### src/rtl/sudoku_pkg.sv
// Shared types and constants for the serial sudoku board checker.
// cell_index maps (group, position-in-group) to a row-major cell number.
package sudoku_pkg;

  typedef enum logic [1:0] {
    IDLE  = 2'd0,
    LOAD  = 2'd1,
    CHECK = 2'd2,
    DONE  = 2'd3
  } state_t;

  localparam int         NUM_CELLS  = 81;
  localparam int         NUM_GROUPS = 27;
  localparam logic [4:0] ROW_BASE   = 5'd0;
  localparam logic [4:0] COL_BASE   = 5'd9;
  localparam logic [4:0] BOX_BASE   = 5'd18;
  localparam logic [4:0] FAIL_NONE  = 5'd31;

  // Groups 27..31 never occur in CHECK; they harmlessly map to cell 0.
  function automatic logic [6:0] cell_index(input logic [4:0] grp, input logic [3:0] k);
    logic [4:0] box;
    logic [6:0] row;
    logic [6:0] col;
    box = '0;
    row = '0;
    col = '0;
    if (grp < COL_BASE) begin
      row = 7'(grp - ROW_BASE);
      col = 7'(k);
    end else if (grp < BOX_BASE) begin
      row = 7'(k);
      col = 7'(grp - COL_BASE);
    end else if (grp < 5'(NUM_GROUPS)) begin
      box = grp - BOX_BASE;
      row = 7'(box / 5'd3) * 7'd3 + 7'(k / 4'd3);
      col = 7'(box % 5'd3) * 7'd3 + 7'(k % 4'd3);
    end
    return row * 7'd9 + col;
  endfunction

endpackage

### src/rtl/sudoku_group_mux.sv
// Routes the 9 cells of row/column/box group 'group' out in group order.
module sudoku_group_mux
  import sudoku_pkg::*;
(
  input  logic [3:0] cells [NUM_CELLS],
  input  logic [4:0] group,
  output logic [3:0] digits [9]
);

  always_comb begin
    for (int k = 0; k < 9; k++) begin
      digits[k] = cells[cell_index(group, 4'(k))];
    end
  end

endmodule

### config.mk
export PLATFORM = sky130hd
export DESIGN_NAME = sudoku_group_mux
export DESIGN_NICKNAME = d
export VERILOG_FILES = /design/src/rtl/sudoku_pkg.sv /design/src/rtl/sudoku_group_mux.sv
export SDC_FILE = /design/constraint.sdc
export NUM_CORES = 1
export LEC_CHECK = 0
export BUFFER_PORTS_ARGS = -buffer_cell sky130_fd_sc_hd__buf_2
export CAP_MARGIN = 40
export CORE_MARGIN = 3
export CORE_UTILIZATION = 45
export DETAILED_ROUTE_END_ITERATION = 8
export PLACE_DENSITY = 0.65
export SETUP_SLACK_MARGIN = 0.1
export SLEW_MARGIN = 20
export SYNTH_ARGS = -nofsm -noshare
export SYNTH_HDL_FRONTEND = slang
export SYNTH_SLANG_ARGS = --single-unit
### constraint.sdc
create_clock -name vclk -period 29.9
set_input_delay 5.98 -clock vclk [all_inputs]
set_output_delay 5.98 -clock vclk [all_outputs]
set_load 0.01 [all_outputs]
==> run metrics <==
status=finished, final reports clean; largest net degree at the start of global routing=61; Fillers=4678; final setup vio count=0; Die H=244 um; slowest cell on the critical path=mux4_2; Avg Cell Area, Syn=13.2 um^2; Critical Path Most Common Cell=ha_1; IO Count=365; Placed Area=0.0285 mm^2; die width=244 um; Post-Synth Simple-Gate Area=4.68%; Routed wire per std cell=39.0 um; arrival time of the worst setup path=16.18 ns; vias per cell=8.17; routed wire length=115000 um; Reg area=0 um^2; 1st-iter DRT viols=3815; Worst Path Max Fanout=18; compound-gate portion of the synthesized area=5.37%; Post-CTS Setup Bufs=0; total negative slack=0 ns; Via Count=24000; critical path type=primary input to output port; post-synthesis mux area share=73.9%; Rows=86; Routed Antenna Nets=0; area delta synth->final=12.7%; Slew HR=41.0%; first-pass GRT wire length=165000 um; min Tclk post-route=22.16 ns; Worst Setup Start Kind=primary input; Layout clock buffers=0; cell area after synthesis=0.0255 mm^2; FFs & Latches=0; Initial Util=45.8%; YS warnings=0; final period utilization=74.1%; residual DRC count=0; Max-Cap Viols=0; Final Wtd Congestion=1.08; Synth Area in XOR/XNOR=3.44%; max-slew violations=0; unrepaired setup endpoints after global routing=false; Seq/Total Area, Yosys=0%; Min-Delay Path Class=primary input to output port; core area=0.0556 mm^2; Setup crit end kind=output port; Syn Nets=2413; Worst Max-Slew Pin Slew=0.885 ns; Worst Hold Launch=cells[1]; Synth cell types=72; share of post-route cells with drive strength above 1=57.9%; vias in the first global route=23600; Global Route Usage Sum=37.6%; slowest stage delay, CP=0.55 ns; final hold violations=0; die footprint=0.0596 mm^2; DP Wirelength=88300 um; Critical Path Start=group[1]; worst hold margin=12.73 ns; PortBufs=365; Final nets=2659; Worst EP required=23.92 ns; fin util=51.7%; post-CTS sizing=0; cts hold-fix bufs=0; initial antenna violation count=13; Synth Instances=1938; Synth Area in Adders=8.05%; fmax=45.1 MHz; gr ovfl total=0; largest family of logic cells by synthesized area=multiplexers; final std cell area, no fill=0.0287 mm^2; first-pass iteration count of the detailed router=8
-- synthesized netlist by cell type, types with 7 or more instances --
cell type | number | area share [%]
mux4_2 | 754 | 67
mux2i_1 | 152 | 6.0
clkbuf_1 | 124 | 1.8
ha_1 | 117 | 5.7
inv_1 | 102 | 1.5
a21oi_1 | 98 | 1.9
nand2_1 | 82 | 1.2
buf_1 | 72 | 1.1
xnor2_1 | 67 | 2.3
nor2_1 | 63 | 0.93
fa_1 | 29 | 2.3
mux2_1 | 29 | 1.3
nand3_1 | 24 | 0.47
a21o_1 | 23 | 0.68
nor3_1 | 21 | 0.41
xor2_1 | 19 | 0.65
o21ai_0 | 18 | 0.35
a211oi_1 | 12 | 0.35
and3_1 | 10 | 0.25
o21bai_1 | 10 | 0.29
and2_1 | 9 | 0.22
nand2b_1 | 8 | 0.20
a31oi_1 | 7 | 0.17
-- path summary, 6_finish.rpt --
check,to,cells past startpoint
worst min-delay path,digits[21],5
worst max-delay path,digits[21],38
-- metrics by stage --
step                      std cells  setup WS, ns
after global routing           2931          7.25
final                          2934          7.74
after floorplan                1938          8.84
after global placement         2901          7.77
after CTS                      2918          7.50
after detailed placement       2918          7.54
-- cells in the final DEF, fill, tap and decap left out, types with 7 or more instances in the layout --
cell      netlist  final
a211oi_1       12     12
a21o_1         23     23
a21oi_1        98     98
a31oi_1         7      7
and2_1          9      9
and3_1         10     10
buf_16          0     15
buf_2           2    369
buf_4           0     55
fa_1           29     25
ha_1          117    104
ha_4            0      9
inv_1         102    102
mux2_1         29     29
mux2i_1       152    152
mux4_2        754    754
nand2_1        82     82
nand2b_1        8      8
nand3_1        24     24
nor2_1         63     63
nor3_1         21     21
o21ai_0        18     18
o21bai_1       10     10
xnor2_1        67     58
xnor2_2         6     12
xor2_1         19     15
-- routing by layer --
layer | GRT usage [%] | wire length, um | vias to the layer above
met5 | 0.245 | 52 | -
met4 | 20.9 | 9040 | 8
met3 | 12.5 | 17800 | 527
met2 | 58.4 | 51600 | 2524
met1 | 46.6 | 36000 | 11900
li1 | - | - | 8961
-- worst max-delay path: cells and delay by family --
family                   cells  cell delay (ns)
AO/OA/AOI/OAI                8             2.03
XOR/XNOR                     1             0.53
adder cells (fa/ha/maj)     10             3.31
buffers and inverters       10             1.94
multiplexers                 2             0.96
AND/OR/NAND/NOR              7             1.41
-- logic make-up after synthesis --
logic type	Yosys count
AO/OA/AOI/OAI	211
XOR/XNOR	93
adder cells (fa/ha/maj)	147
buffers and inverters	304
multiplexers	937
AND/OR/NAND/NOR	246
-- layout make-up --
class	instances	area (um^2)	share of cell area (%)
Antenna cell	4	10.0	0.0348
Inverter	104	390	1.36
Multi-Input combinational cell	1634	24700	85.8
Tap cell	748	936	3.26
Timing Repair Buffer	444	2760	9.58
Power is left out: the tool's default activity adds up to more than one toggle a clock period on the data nets, which glitch-free logic cannot reach.
